`config.mk`:
```
export PLATFORM = sky130hd
export DESIGN_NAME = irq_sequencer
export DESIGN_NICKNAME = d
export VERILOG_FILES = /design/src/rtl/irq_pkg.sv /design/src/rtl/irq_port_mux.sv /design/src/rtl/irq_sequencer.sv
export SDC_FILE = /design/constraint.sdc
export NUM_CORES = 1
export LEC_CHECK = 0
export ABC_AREA = 1
export BUFFER_PORTS_ARGS = -buffer_cell sky130_fd_sc_hd__buf_2
export CORE_MARGIN = 4
export CORE_UTILIZATION = 49
export CTS_BUF_LIST = sky130_fd_sc_hd__clkbuf_4 sky130_fd_sc_hd__clkbuf_8
export CTS_CLUSTER_SIZE = 12
export DETAILED_ROUTE_END_ITERATION = 16
export HOLD_SLACK_MARGIN = 0.02
export PLACE_DENSITY = 0.93
export SLEW_MARGIN = 20
export SYNTH_ARGS = -nofsm -noshare
export SYNTH_HDL_FRONTEND = slang
export SYNTH_SLANG_ARGS = --single-unit
```
`constraint.sdc`:
```
create_clock -name CLK -period 1.75 [get_ports CLK]
set_input_delay 0.2625 -clock CLK [delete_from_list [all_inputs] [get_ports CLK]]
set_output_delay 0.2625 -clock CLK [all_outputs]
set_load 0.1 [all_outputs]
```
`src/rtl/irq_pkg.sv`:
```
// Shared constants, state encoding and helpers for the interrupt sequencer.
// Register map of the interrupt controller as seen on its port bus.
package irq_pkg;

   localparam int IRQ_VEC_W = 4;
   localparam int IC_ADDR_W = 4;
   localparam int IC_DATA_W = 16;

   localparam logic [IC_ADDR_W-1:0] IC_REG_ENABLE  = 4'h0;
   localparam logic [IC_ADDR_W-1:0] IC_REG_CLEAR   = 4'h1;
   localparam logic [IC_ADDR_W-1:0] IC_REG_PENDING = 4'h2;

   typedef enum logic [2:0] {
      IDLE,
      REQ,
      CLEAR,
      SERVICE,
      HOLDOFF
   } irq_state_t;

   // Vectors are 1-based, so vector v owns pending bit v-1; a valid vector never
   // exceeds N_IRQ, which keeps the mask inside the low N_IRQ bits.
   function automatic logic [IC_DATA_W-1:0] vec_to_mask(input logic [IRQ_VEC_W-1:0] vec);
      logic [IRQ_VEC_W-1:0] bit_pos;
      bit_pos = vec - IRQ_VEC_W'(1);
      return IC_DATA_W'(1) << bit_pos;
   endfunction

endpackage

```
`src/rtl/irq_port_mux.sv`:
```
// Combinational arbiter for the controller port bus: the CPU passes through
// unless the sequencer needs the bus for its pending-clear write.
module irq_port_mux
   import irq_pkg::*;
(
   input  logic [IC_ADDR_W-1:0] cpu_address,
   input  logic [IC_DATA_W-1:0] cpu_data,
   input  logic                 cpu_wr,
   input  logic                 clear_active,
   input  logic [IC_DATA_W-1:0] clear_data,
   output logic [IC_ADDR_W-1:0] ic_address,
   output logic [IC_DATA_W-1:0] ic_data,
   output logic                 ic_wr,
   output logic                 stall
);

   // A CPU write always wins; the sequencer only takes a cycle the CPU leaves idle.
   always_comb begin
      stall      = clear_active && !cpu_wr;
      ic_address = cpu_address;
      ic_data    = cpu_data;
      ic_wr      = cpu_wr;
      if (stall) begin
         ic_address = IC_REG_CLEAR;
         ic_data    = clear_data;
         ic_wr      = 1'b1;
      end
   end

endmodule

```
`src/rtl/irq_sequencer.sv`:
```
// CPU interrupt handshake sequencer: request, acknowledge, pending clear,
// in-service, return and holdoff, plus ownership of the global interrupt enable.
module irq_sequencer
   import irq_pkg::*;
#(
   parameter int N_IRQ          = 5,
   parameter int HOLDOFF_CYCLES = 2,
   parameter int ACK_TIMEOUT    = 255
) (
   input  logic                 CLK,
   input  logic                 RST,
   input  logic                 INT_IN,
   input  logic [IRQ_VEC_W-1:0] IRQ_IN,
   output logic                 CPU_IRQ_REQ,
   output logic [IRQ_VEC_W-1:0] CPU_IRQ_NUM,
   input  logic                 CPU_IRQ_ACK,
   input  logic                 CPU_IRET,
   input  logic                 CPU_GIE_SET,
   input  logic                 CPU_GIE_CLR,
   output logic                 GIE,
   input  logic [IC_ADDR_W-1:0] CPU_ADDRESS,
   input  logic [IC_DATA_W-1:0] CPU_DATA,
   input  logic                 CPU_WR,
   output logic                 CPU_PORT_STALL,
   output logic [IC_ADDR_W-1:0] IC_ADDRESS,
   output logic [IC_DATA_W-1:0] IC_DATA,
   output logic                 IC_WR
);

   localparam int TO_W = (ACK_TIMEOUT > 0) ? $clog2(ACK_TIMEOUT + 1) : 1;
   localparam int HO_W = (HOLDOFF_CYCLES > 0) ? $clog2(HOLDOFF_CYCLES + 1) : 1;

   localparam logic [TO_W-1:0] TO_LAST = TO_W'((ACK_TIMEOUT > 0) ? ACK_TIMEOUT - 1 : 0);
   localparam logic [TO_W-1:0] TO_MAX  = '1;
   localparam logic [HO_W-1:0] HO_LAST = HO_W'((HOLDOFF_CYCLES > 0) ? HOLDOFF_CYCLES - 1 : 0);
   localparam logic [IRQ_VEC_W-1:0] MAX_VEC = IRQ_VEC_W'(N_IRQ);

   irq_state_t           state, state_next;
   logic                 gie, gie_next;
   logic [IRQ_VEC_W-1:0] irq_num, irq_num_next;
   logic [TO_W-1:0]      to_cnt, to_cnt_next;
   logic [HO_W-1:0]      ho_cnt, ho_cnt_next;
   logic                 vec_ok;
   logic                 timeout_hit;

   assign vec_ok      = (IRQ_IN != '0) && (IRQ_IN <= MAX_VEC);
   assign timeout_hit = (ACK_TIMEOUT != 0) && (to_cnt == TO_LAST);

   always_ff @(posedge CLK) begin
      if (RST) begin
         state   <= IDLE;
         gie     <= 1'b0;
         irq_num <= '0;
         to_cnt  <= '0;
         ho_cnt  <= '0;
      end else begin
         state   <= state_next;
         gie     <= gie_next;
         irq_num <= irq_num_next;
         to_cnt  <= to_cnt_next;
         ho_cnt  <= ho_cnt_next;
      end
   end

   // The GIE value the CPU is asking for feeds the REQ decision, so that a
   // clear in the same cycle withdraws the request unless an ACK beats it.
   always_comb begin
      state_next   = state;
      irq_num_next = irq_num;
      to_cnt_next  = to_cnt;
      ho_cnt_next  = ho_cnt;
      gie_next     = gie;
      if (CPU_GIE_CLR) begin
         gie_next = 1'b0;
      end else if (CPU_GIE_SET) begin
         gie_next = 1'b1;
      end

      case (state)
         IDLE: begin
            to_cnt_next = '0;
            if (gie && INT_IN && vec_ok) begin
               irq_num_next = IRQ_IN;
               state_next   = REQ;
            end
         end
         REQ: begin
            if (CPU_IRQ_ACK) begin
               gie_next   = 1'b0;
               state_next = CLEAR;
            end else if (!gie_next || timeout_hit) begin
               state_next = IDLE;
            end else if (to_cnt != TO_MAX) begin
               to_cnt_next = to_cnt + TO_W'(1);
            end
         end
         CLEAR: begin
            if (!CPU_WR) begin
               state_next = SERVICE;
            end
         end
         SERVICE: begin
            if (CPU_IRET) begin
               ho_cnt_next = '0;
               state_next  = (HOLDOFF_CYCLES == 0) ? IDLE : HOLDOFF;
            end
         end
         HOLDOFF: begin
            if (ho_cnt == HO_LAST) begin
               state_next = IDLE;
            end else begin
               ho_cnt_next = ho_cnt + HO_W'(1);
            end
         end
         default: state_next = IDLE;
      endcase
   end

   assign CPU_IRQ_REQ = (state == REQ);
   assign CPU_IRQ_NUM = irq_num;
   assign GIE         = gie;

   irq_port_mux u_port_mux (
      .cpu_address  (CPU_ADDRESS),
      .cpu_data     (CPU_DATA),
      .cpu_wr       (CPU_WR),
      .clear_active (state == CLEAR),
      .clear_data   (vec_to_mask(irq_num)),
      .ic_address   (IC_ADDRESS),
      .ic_data      (IC_DATA),
      .ic_wr        (IC_WR),
      .stall        (CPU_PORT_STALL)
   );

endmodule

```
==> key figures <==
Finish
  – Core Util, Final: 88.1%
  – Share of layout cells above drive strength 1: 43.1%
  – Layout area overhead: 73.0%
  – Commonest non-fill, non-tap cell in the layout: nand2_1
  – Most frequent cells in the layout: 55 x nand2_1, 36 x buf_2, 27 x nand3_1
  – Diode count: 0
  – Design area: 2430 µm²
  – Layout Nets: 342

Floorplanning
  – Die width: 61.5 µm
  – Core Footprint: 2760 µm²
  – Row cnt: 19
  – Die H: 61.5 µm
  – Die ar.: 3790 µm²
  – Initial Utilization: 50.9%
  – Top Ports: 60

Worst setup path
  – Worst R2R Setup Slack: 0.06 ns
  – Crit Path Class: register to output port
  – Worst-path fanout max: 3
  – Max incr delay on CP: 0.35 ns
  – Endpoint type of the worst setup path: output port
  – Required @ worst endpoint: 1.49 ns
  – Crit start category: register
  – Slowest stage cell, crit path: dfxtp_2
  – Critical path cell sequence: nor2_4 -> nand2_4 -> nor2_8 -> buf_4 -> nand4_1 -> o21ai_2 -> buf_12
  – WP data arrival: 1.77 ns

STA
  – Setup violators final: 20
  – Tcrit/Tclk final: 116%
  – Setup Skew: 0.00583 ns
  – Fmax achieved: 492 MHz
  – RSZ-0062 raised after global routing: true
  – Worst hold slack: 0.275 ns
  – Worst-Margin Slew: 0.521 ns
  – Final Critical Period: approximately 2 ns
  – Final WS setup: -0.283 ns
  – Slew headroom: between 60% and 70%
  – Max Transition Viols Final: 0
  – Final Hold Viols: 0

Power
  – Comb power frac: 54.8%
  – Overall Power: 1.50 mW
  – Pint: 0.806 mW
  – NetSw: 0.699 mW
  – Clock Power Share: between 15 and 20%
  – Leak Pwr: between 1 and 1.5 nW
  – Switching portion of total power: 46.5%
  – Reg power frac: 29.0%
  – Peak VDD IR: 0.000802 V
  – PD cells: 620 nW/µm²

Synth
  – Syn nets: 262
  – Synthesized flop and latch total: 18
  – Synth area leaders: dfxtp_1 26%, nand2_1 16%, nand3_1 10%
  – Cell variety after synth: 28
  – Post-synth top area share: 25.7%
  – Avg Cell Area, Syn: 6.18 µm²
  – Post-synthesis sequential area ratio: 25.7%
  – Syn Std Cell Area: 1400 µm²
  – Ys Warns: 0
  – Post-synth top area cell: dfxtp_1
  – Cells after Synth: about 230

GRT
  – Initial antenna violation count: 0
  – Largest net degree at the start of global routing: 21
  – Total grt overflow: 0
  – GRT Total Usage: about 26%
  – Global-route wire length before repair: between 7 and 8 mm
  – Number of global-route vias before repair: 1659

Worst hold path
  – Worst hold path type: input pin to register

Clocking
  – TritonCTS clock tree: yes
  – Sink Count: 18
  – Clk_lat worst skew: 0.30 ns
  – Max H-tree Level: 1
  – Maximum clock path buffer count: 2
  – Post-CTS Hold Buffers: 0
  – CTS clk-pin slew, worst paths: around 0.11 ns
  – Cts bufs inserted: 3
  – Root Driver: clkbuf_4

Detailed routing
  – Via density: 5.48
  – DRT Pass-1 Iters: 4
  – Drt drc: 0
  – Detail Route Antenna Nets: 0
  – Final wirelength: 5.07 mm
  – Drt wl/cell: 15.0 µm
  – Via count: 1846
  – Initial DRC Count: 78

Placement
  – IO Port Bufs: 59
  – Placed cell areas: approximately 2300 µm²
  – DPL Wire Length: 3.52 mm
  – Routability congestion estimate: 0.852
  – Pre-CTS WS: 0.0437 ns

Status
  – Status: complete, but fails checks
  – Failing checks: negative setup slack

Run
  – Max_cap viols: 0
[cell usage after synthesis]
cell type and n:
a21oi_1 14, a21oi_4 1, buf_2 2, buf_6 1, clkbuf_1 1, dfxtp_1 18, ha_1 3, inv_1 28
inv_2 3, nand2_1 61, nand2_2 1, nand2_4 1, nand3_1 28, nand3_2 2, nand4_1 3, nor2_1 25
nor2_2 2, nor2_4 2, nor2_8 1, o21ai_0 11, o21ai_1 3, o21ai_2 7, o21bai_1 2, o31ai_1 1
or2_2 1, or2_4 1, xnor2_1 1, xor2_1 3
[worst max-delay path: cells and delay by family (launching register included)]
kind	cells	cell delay (ns)
DFF	1	0.35
buffers and inverters	2	0.34
and+or+nand+nor	4	0.52
AOI/OAI and AO/OA	1	0.25
[sequential cells by signal, indices dropped and copies added (netlist names)]
register	flops
CPU_IRQ_NUM	4
GIE	1
ho_cnt	2
state	3
to_cnt	8
[power groups by stage]
| stage | sequential (mW) | combinational [mW] | clock [mW] |
|---|---|---|---|
| 5_1_grt | 0.438 | 0.862 | 0.265 |
| 6_report | 0.437 | 0.825 | 0.244 |
| 4_1_cts | 0.436 | 0.802 | 0.244 |
| 3_3_place_gp | 0.444 | 0.764 | 0 |
| 3_5_place_dp | 0.445 | 0.778 | 0 |
| 2_1_floorplan | 0.461 | 0.501 | 0 |
[layer usage]
layer	wire (µm)	GRT usage, %
met5	0	0
met3	548	4.61
met1	1780	26.7
met2	2530	48.0
met4	210	13.3
[logic make-up (layout without fill, tap and decap cells)]
kind of cell | count (synthesis) | in the layout | synth area share, %
and+or+nand+nor | 128 | 128 | 42.0
xor gates and xnor gates | 4 | 4 | 2.50
DFF | 18 | 18 | 25.7
adders and majority gates | 3 | 3 | 2.67
buffers and inverters | 35 | 114 | 10.1
AOI/OAI and AO/OA | 39 | 39 | 17.1
[final cells by class]
type / instances / area [µm²]
multi-input combinational: 174 / 1080
fill: 134 / 329
tap: 31 / 38.8
inverter: 31 / 116
sequential: 18 / 377
timing repair buffer: 79 / 786
clock buffer: 4 / 30.0
[repair_timing]
action | CTS | global route
pin swaps | 5 | 9
setup endpoints to repair | 19 | 21
gates resized for setup | 14 | 7
buffers inserted | 6 | 4
[stage by stage]
| stage | std cells | TNS [ns] |
|---|---|---|
| after floorplan | 227 | -8.38 |
| after global placement | 323 | 0 |
| after detailed placement | 323 | 0 |
| after CTS | 333 | -2.86 |
| after global routing | 337 | -4.44 |
| final | 337 | -3.49 |
[final timing paths]
path             start              to  cells past startpoint
min reg2reg  ho_cnt[1]       ho_cnt[1]                      2
max           state[2]      IC_DATA[3]                      7
min          IRQ_IN[0]  CPU_IRQ_NUM[0]                      3
max reg2reg   state[2]  CPU_IRQ_NUM[2]                      8
(Power assumes the default switching activity.)
